### config.mk
export PLATFORM = sky130hd
export DESIGN_NAME = key_event_counter
export DESIGN_NICKNAME = d
export VERILOG_FILES = /design/src/rtl/ld202_pkg.sv /design/src/rtl/key_debounce.sv /design/src/rtl/key_event_counter.sv
export SDC_FILE = /design/constraint.sdc
export NUM_CORES = 1
export LEC_CHECK = 0
export ABC_AREA = 1
export BUFFER_PORTS_ARGS = -buffer_cell sky130_fd_sc_hd__buf_4
export CAP_MARGIN = 20
export CORE_MARGIN = 5
export CORE_UTILIZATION = 38
export DETAILED_ROUTE_END_ITERATION = 16
export HOLD_SLACK_MARGIN = 0.15
export PLACE_DENSITY = 0.66
export SLEW_MARGIN = 20
export SYNTH_ARGS = -nofsm -noshare
export SYNTH_HDL_FRONTEND = slang
export SYNTH_SLANG_ARGS = --single-unit
### constraint.sdc
create_clock -name clk -period 2.3 [get_ports clk]
set_input_delay 0.115 -clock clk [delete_from_list [all_inputs] [get_ports clk]]
set_output_delay 0.115 -clock clk [all_outputs]
set_load 0.02 [all_outputs]
### src/rtl/ld202_pkg.sv
// Shared definitions for the push-button event counter: edge-select codes and
// the width helper for the debounce stable counter.
// Latency: n/a (constants and functions only).  Backpressure: n/a.
package ld202_pkg;

   // Per-channel edge select codes, driven on type_i
   localparam logic [1:0] EDGE_LEVEL = 2'b00;   // event every cycle the level is high
   localparam logic [1:0] EDGE_RISE  = 2'b01;   // event on 0->1
   localparam logic [1:0] EDGE_FALL  = 2'b10;   // event on 1->0
   localparam logic [1:0] EDGE_BOTH  = 2'b11;   // event on either change

   // Width of a counter able to hold 0..cycles, never narrower than one bit
   function automatic int unsigned dbc_width(input int unsigned cycles);
      int unsigned w;
      w = $clog2(cycles + 1);
      return (w < 1) ? 1 : w;
   endfunction

endpackage

### src/rtl/key_debounce.sv
// One key channel: 2-flop synchroniser, stable-run debouncer, registered edge detect.
// Latency: raw change -> level_o after DEBOUNCE_CYCLES+2 edges, event_o one edge later.
// Backpressure: none; free-running, an event strobe is never held off.
//
// Ports:
//   clk, rst_n  : clock, synchronous active-low reset
//   key_i       : raw asynchronous key level
//   type_i      : edge select (EDGE_LEVEL / EDGE_RISE / EDGE_FALL / EDGE_BOTH)
//   level_o     : debounced level
//   event_o     : registered event strobe
module key_debounce
   import ld202_pkg::*;
#(
   parameter int unsigned DEBOUNCE_CYCLES = 1000000,
   parameter bit          IDLE_LEVEL      = 1'b1
) (
   input  logic       clk,
   input  logic       rst_n,
   input  logic       key_i,
   input  logic [1:0] type_i,
   output logic       level_o,
   output logic       event_o
);

   localparam int unsigned    CW   = dbc_width(DEBOUNCE_CYCLES);
   // Run length already seen when the accepting mismatch arrives
   localparam logic [CW-1:0]  LAST = CW'(DEBOUNCE_CYCLES - 1);

   logic          sync1_q, sync1_d;
   logic          sync2_q, sync2_d;
   logic [CW-1:0] stable_q, stable_d;
   logic          level_q, level_d;
   logic          level_dly_q, level_dly_d;
   logic          event_q, event_d;

   always_comb begin
      sync1_d     = key_i;
      sync2_d     = sync1_q;
      stable_d    = '0;
      level_d     = level_q;
      level_dly_d = level_q;
      event_d     = 1'b0;

      // Any sample that agrees with the current level restarts the run
      if (sync2_q != level_q) begin
         if (stable_q == LAST) begin
            level_d = sync2_q;
         end else begin
            stable_d = stable_q + 1'b1;
         end
      end

      // Only the level history decides events, so retyping a channel is glitch-free
      case (type_i)
         EDGE_LEVEL: event_d = level_q;
         EDGE_RISE:  event_d = level_q & ~level_dly_q;
         EDGE_FALL:  event_d = ~level_q & level_dly_q;
         EDGE_BOTH:  event_d = level_q ^ level_dly_q;
         default:    event_d = 1'b0;
      endcase
   end

   always_ff @(posedge clk) begin
      if (!rst_n) begin
         sync1_q     <= IDLE_LEVEL;
         sync2_q     <= IDLE_LEVEL;
         stable_q    <= '0;
         level_q     <= IDLE_LEVEL;
         // Delayed copy matches the level so reset never looks like an edge
         level_dly_q <= IDLE_LEVEL;
         event_q     <= 1'b0;
      end else begin
         sync1_q     <= sync1_d;
         sync2_q     <= sync2_d;
         stable_q    <= stable_d;
         level_q     <= level_d;
         level_dly_q <= level_dly_d;
         event_q     <= event_d;
      end
   end

   assign level_o = level_q;
   assign event_o = event_q;

endmodule

### src/rtl/key_event_counter.sv
// Multi-channel debounced key event counter with wrap/saturate and sticky overflow.
// Latency: raw key change -> count_o update in DEBOUNCE_CYCLES+4 edges; clr_i in 1 edge.
// Backpressure: none; every enabled event is counted, clr_i wins over a coincident event.
//
// Ports:
//   clk, rst_n : clock, synchronous active-low reset
//   key_i      : raw key levels, one per channel
//   type_i     : 2-bit edge select per channel, channel 0 in bits [1:0]
//   en_i       : per-channel count enable
//   clr_i      : per-channel clear of count and overflow
//   level_o    : debounced levels
//   event_o    : one-cycle event strobes (held high in level mode)
//   count_o    : packed counters, channel 0 in the LSBs
//   ovf_o      : sticky overflow flags
module key_event_counter
   import ld202_pkg::*;
#(
   parameter int unsigned CHANNELS        = 4,
   parameter int unsigned CNT_WIDTH       = 18,
   parameter int unsigned DEBOUNCE_CYCLES = 1000000,
   parameter bit          IDLE_LEVEL      = 1'b1,
   parameter bit          SATURATE        = 1'b0
) (
   input  logic                          clk,
   input  logic                          rst_n,
   input  logic [CHANNELS-1:0]           key_i,
   input  logic [2*CHANNELS-1:0]         type_i,
   input  logic [CHANNELS-1:0]           en_i,
   input  logic [CHANNELS-1:0]           clr_i,
   output logic [CHANNELS-1:0]           level_o,
   output logic [CHANNELS-1:0]           event_o,
   output logic [CNT_WIDTH*CHANNELS-1:0] count_o,
   output logic [CHANNELS-1:0]           ovf_o
);

   for (genvar ch = 0; ch < CHANNELS; ch++) begin : g_ch
      logic                 ev;
      logic [CNT_WIDTH-1:0] cnt_q, cnt_d;
      logic                 ovf_q, ovf_d;

      key_debounce #(
         .DEBOUNCE_CYCLES (DEBOUNCE_CYCLES),
         .IDLE_LEVEL      (IDLE_LEVEL)
      ) u_deb (
         .clk     (clk),
         .rst_n   (rst_n),
         .key_i   (key_i[ch]),
         .type_i  (type_i[2*ch +: 2]),
         .level_o (level_o[ch]),
         .event_o (ev)
      );

      always_comb begin
         cnt_d = cnt_q;
         ovf_d = ovf_q;
         if (clr_i[ch]) begin
            cnt_d = '0;
            ovf_d = 1'b0;
         end else if (ev && en_i[ch]) begin
            if (cnt_q == {CNT_WIDTH{1'b1}}) begin
               ovf_d = 1'b1;
               cnt_d = SATURATE ? cnt_q : '0;
            end else begin
               cnt_d = cnt_q + 1'b1;
            end
         end
      end

      always_ff @(posedge clk) begin
         if (!rst_n) begin
            cnt_q <= '0;
            ovf_q <= 1'b0;
         end else begin
            cnt_q <= cnt_d;
            ovf_q <= ovf_d;
         end
      end

      assign event_o[ch]                         = ev;
      assign count_o[ch*CNT_WIDTH +: CNT_WIDTH]  = cnt_q;
      assign ovf_o[ch]                           = ovf_q;
   end

endmodule

======== Word level (Yosys, flattened, before mapping) ========
Cells that the tools add are included.
word-level totals
  register bits ........................... 176
  latch bits .............................. 0
  RAM bits ................................ 0
  bits in read-only memories .............. 0
  input port bits ......................... 22
  logic and storage cells ................. 121
  memories kept ........................... 0
operators by class
  add/sub/neg operators ................... 8
  multiply operators ...................... 0
  divide/modulo/power cells ............... 0
  magnitude comparators ................... 0
  eq/ne operators ......................... 24
  shift-type cells ........................ 0
  muxes and demuxes ....................... 8
  bitwise logic cells ..................... 25
  reductions and logical operators ........ 24
operators with widths
  cell                                                              number
  20-bit by 1-bit adder with 20-bit output (second input constant)  4
  20-bit == test (second input constant)                            4
  18-bit by 1-bit adder with 18-bit output (second input constant)  4
  18-bit == test (second input constant)                            4
  18-bit 2-to-1 mux                                                 4
  2-bit == test (second input constant)                             8
  1-bit one-hot mux with 4 select lines                             4
  2-bit AND reduction                                               8
  1-bit NOT                                                         13
  3-bit OR reduction                                                4
  1-bit bitwise AND                                                 8
  2-bit by 1-bit == test with 1-bit output (second input constant)  4
  2-bit zero test                                                   4
  2-bit OR reduction                                                4
  1-bit logical AND                                                 4
  1-bit inequality test                                             4
  1-bit XOR                                                         4

======== Depth between registers and ports, before layout ========
  word-level depth ........................ 3
  gate-level depth with buffers ........... 10
  gate-level depth less buffers ........... 10

======== Cells and area by module ========
Synthesis repeated with hierarchy kept, for this count alone.
second synthesis, totals
  cells, all modules ...................... 1353
  area, all modules ....................... 9167.5 µm²
by module, submodules not included
  module             times used  cells each  area each (µm²)  seq. area each (µm²)
  key_debounce       4           172         1232.4           500.5
  key_event_counter  1           665         4237.8           1521.5

======== Worst setup path before layout ========
No wires, ideal clock.
  path kind ............................... flip-flop to flip-flop
  from .................................... reg g_ch[1].cnt_q[0]
  to ...................................... reg g_ch[1].cnt_q[7]
  library setup time ...................... 115 ps
  arrival time ............................ 1456 ps
  required time ........................... 2185 ps
  path slack .............................. 730 ps
  stages on the path, launching flop included .. 8
  period minus slack after synthesis ...... 1570 ps
  cell sequence ........................... dfxtp_1 ha_1 nand3_1 nor2_1 nand3_2 or2_1 nand2_2 nor2_1
on the way
  word-level cells in the longest chain between the ends .. 2
  elaborated cells on any way between the ends .. 3
  classes of those cells .................. add/sub: 1; eq/ne: 1; mux: 1
ends and longest elaborated chain
  item                                                                               line                                              source
  from (decl)                                                                        key_event_counter.sv:38                           logic [CNT_WIDTH-1:0] cnt_q, cnt_d;
  from (signal assigned)                                                             key_event_counter.sv:74                           cnt_q <= cnt_d;
  18-bit by 1-bit adder with 18-bit output / 18-bit == test (equally long branches)  key_event_counter.sv:64, key_event_counter.sv:60
  18-bit 2-to-1 mux *                                                                key_event_counter.sv:60                           if (cnt_q == {CNT_WIDTH{1'b1}}) begin
Every way passes the cells marked *; elsewhere a longest branch is shown, timed or not.
A chain may end at the register's enable or synchronous reset.

======== Final worst setup path ========
  from .................................... reg g_ch[0].u_deb.level_q
  to ...................................... reg g_ch[0].u_deb.event_q
on the way
  word-level cells in the longest chain between the ends .. 3
  elaborated cells on any way between the ends .. 5
  classes of those cells .................. mux: 1; bitwise: 4
ends and longest elaborated chain
  item                                     line                source
  from (decl)                              key_debounce.sv:32  logic level_q, level_d;
  from (signal assigned)                   key_debounce.sv:76  level_q <= level_d;
  1-bit NOT                                key_debounce.sv:57  EDGE_FALL: event_d = ~level_q & level_dly_q;
  1-bit bitwise AND                        key_debounce.sv:57
  1-bit one-hot mux with 4 select lines *  key_debounce.sv:54  case (type_i)
  to (signal assigned)                     key_debounce.sv:78  event_q <= event_d;
  to (decl)                                key_debounce.sv:34  logic event_q, event_d;
Marks and branches as above.

==> results.toml <==
[placement]
port_buffers = 105
gp_congestion = 0.902
placed_cells = 1718
hpwlAfterDp_um = 15500
place_area_um2 = 10100

[floorplan]
dieHeight_um = 164
die_area_um2 = 26800
coreArea_um2 = 23400
fp.dieW_um = 164
start_util = 0.384
pin_count = 106
num_rows = 56

[sta]
period_share = 0.912
finClkSkew_ns = 0.0112
hold_viol_final = 0
slew_headroom = 0.721
tns_ns = 0
fin_crit_ns = 2.10
worst_pin_slew_ns = 0.416
max_freq_mhz = 476
rsz0062_at_grt = "no"
drv_slew = 0
final-setup-viol-count = 0

[critical_path]
reg2reg_setup_slack_ns = 0.20
critPathCaptureType = "register"
r2r-end = "g_ch[0].u_deb.event_o"
worstRegToRegCells = 6
cp_max_fo = 6
rr_startpoint = "g_ch[0].u_deb.level_o"
crit_required_ns = 2.65
cp_data_arrival_time_ns = 2.45
path_class = "register to register"
start_kind = "register"

[finish]
nets = 1481
antenna_cells = 0
stdcell_count = 1775
final_area_um2 = 10900
fillers = 2415
drive_gt1_frac = 0.152
fin_util = 0.466
area_delta_synth_final_pct = 21.3

[synth]
yosys-top-cells-area = "dfxtp_1, nand2_1, nor2_1"
synthTopCellsByCount = "nand2_1, nor2_1, dfxtp_1, inv_1, nand3_1"
yosys.area.top_type = "dfxtp_1"
synth-edff-count = 0
synth_flop_cell = "dfxtp_1"
synth_fp_nets = 1348
yosysSeqAreaShare = 0.392
post_synth.cell_area_avg_um2 = 6.86
ys_ff_latch = 176
yosys.cell_count.top_type = "nand2_1"
synth-async-reset-ratio = 0
synthCells = 1310
yosys.area.top_type_share = 0.392
yosysWarnings = 0
yosysUniqueCellTypes = 42
syn_area_um2 = 8990

[worst_hold_path]
worstHoldPathCells = 5
min_to = "g_ch[3].cnt_q[1]"
min_from = "en_i[3]"
hp-class = "input port to register"

[power]
p_per_area_nw_per_um2 = 565
ir_drop_mv = 0.420
cellLeakagePower_uw = 0.00397

[clocking]
cts-root-to-sink-buffers = 2
h-tree-depth = 4
clock-sinks = 176
cts_buffers = 17
path_clk_slew_ns = 0.07
hold_buffers = 25
tritoncts = "done"
post_cts_resized = 0
clk_latency_ns = 0.42
clock-root-buffer = "clkbuf_16"
cts_setup_buffers = 0

[global_route]
grt_antenna_before_repair = 0
grt_pass1_wl_um = 35200
grt_max_degree = 20
gr-total-overflow = 0
grt_use_total = 0.155
grt_pass1_vias = 7892

[detailed_routing]
post_drt_wl_per_cell_um = 11.4
vias = 8310
routed_wl_um = 20300
first_pass_iters = 5
drc_errors = 0
via_per_inst = 4.68
drt-initial-drc-count = 433
detail-route-antenna-nets = 0

[job]
maxCapViolations = 0

[status]
status = "completed"
-- worst max-delay path by stage --
stage               cells past startpoint  slack (ns)                         end                 startpoint
global route                            6        0.03       g_ch[0].u_deb.event_o      g_ch[0].u_deb.level_o
CTS                                     6        0.17       g_ch[0].u_deb.event_o      g_ch[0].u_deb.level_o
detailed placement                      9        0.50  g_ch[3].u_deb.stable_q[19]  g_ch[3].u_deb.stable_q[0]
floorplan                               7        0.73            g_ch[1].cnt_q[7]           g_ch[1].cnt_q[0]
global placement                        9        0.58   g_ch[3].u_deb.stable_q[2]  g_ch[3].u_deb.stable_q[0]
finish                                  6        0.20       g_ch[0].u_deb.event_o      g_ch[0].u_deb.level_o
-- per-layer routing --
layer	GRT usage	part of all wire	vias up
met1	0.202	0.49	3733
met2	0.259	0.46	131
met3	0.0289	0.040	24
met5	0	0	-
li1	-	-	4422
met4	0.0503	0.016	0
-- critical path, stage by stage, from the launching register on --
cell	delay, ns
dfxtp_1	0.50
inv_1	0.13
a21oi_1	0.13
dlygate4sd3_1	0.54
o21ai_0	0.06
dlygate4sd3_1	0.55
a21oi_1	0.11
-- where the power goes --
part           leakage, µW  switching, µW  internal, µW
Combinational      0.00225           99.0          82.8
Sequential         0.00142           10.5          3060
Clock             0.000297           1250          1650
-- registers in the layout (all words and copies together) (netlist names) --
register,flops
g_ch.cnt_q,72
g_ch.u_deb.level_o,4
g_ch.u_deb.sync1_q,4
g_ch.u_deb.sync2_q,4
g_ch.ovf_q,4
g_ch.u_deb.event_o,4
g_ch.u_deb.level_dly_q,4
g_ch.u_deb.stable_q,80
-- layout make-up --
| cell class | instances | area, µm² | share of cell area |
|---|---|---|---|
| clock buffer | 18 | 439 | 0.0403 |
| inverter | 155 | 582 | 0.0534 |
| timing repair buffer | 134 | 1070 | 0.0980 |
| sequential | 176 | 3520 | 0.323 |
| tap | 319 | 399 | 0.0366 |
| clock inverter | 14 | 156 | 0.0143 |
| multi-input combinational | 959 | 4730 | 0.434 |
-- cells in the final DEF (no fill, tap or decap), types with 10 or more instances in the layout --
cell type      synthesis  routed
clkbuf_16              0      17
buf_4                 13     109
nor3_1                32      32
ha_1                  16      16
nand2_1              292     292
or2_2                 10      10
dlygate4sd3_1          0      25
a21oi_1               60      60
nand3_1               87      87
dfxtp_1              176     176
xor2_1                33      33
inv_1                146     146
nor2_1               252     252
nand4_1               36      36
o21ai_0               32      32
nor2_2                29      29
xnor2_1               16      16
-- through the flow --
step                      total power (µW)  worst slack, ns  hold slack (ns)
after floorplan                       3230            0.730            0.222
after global placement                3290            0.576            0.304
after detailed placement              3290            0.495            0.305
after CTS                             6260            0.168            0.235
after global routing                  6400           0.0282            0.289
final                                 6150            0.201            0.246
-- cells by family after synthesis --
logic type,count (synthesis),synth area share
AO/OA/AOI/OAI,110,0.0663
XOR/XNOR,49,0.0477
adder cells (fa/ha/maj),16,0.0223
buffers and inverters,175,0.0817
flip-flops,176,0.392
AND/OR/NAND/NOR,784,0.390
No activity file was read; power rests on OpenSTA's default activity.
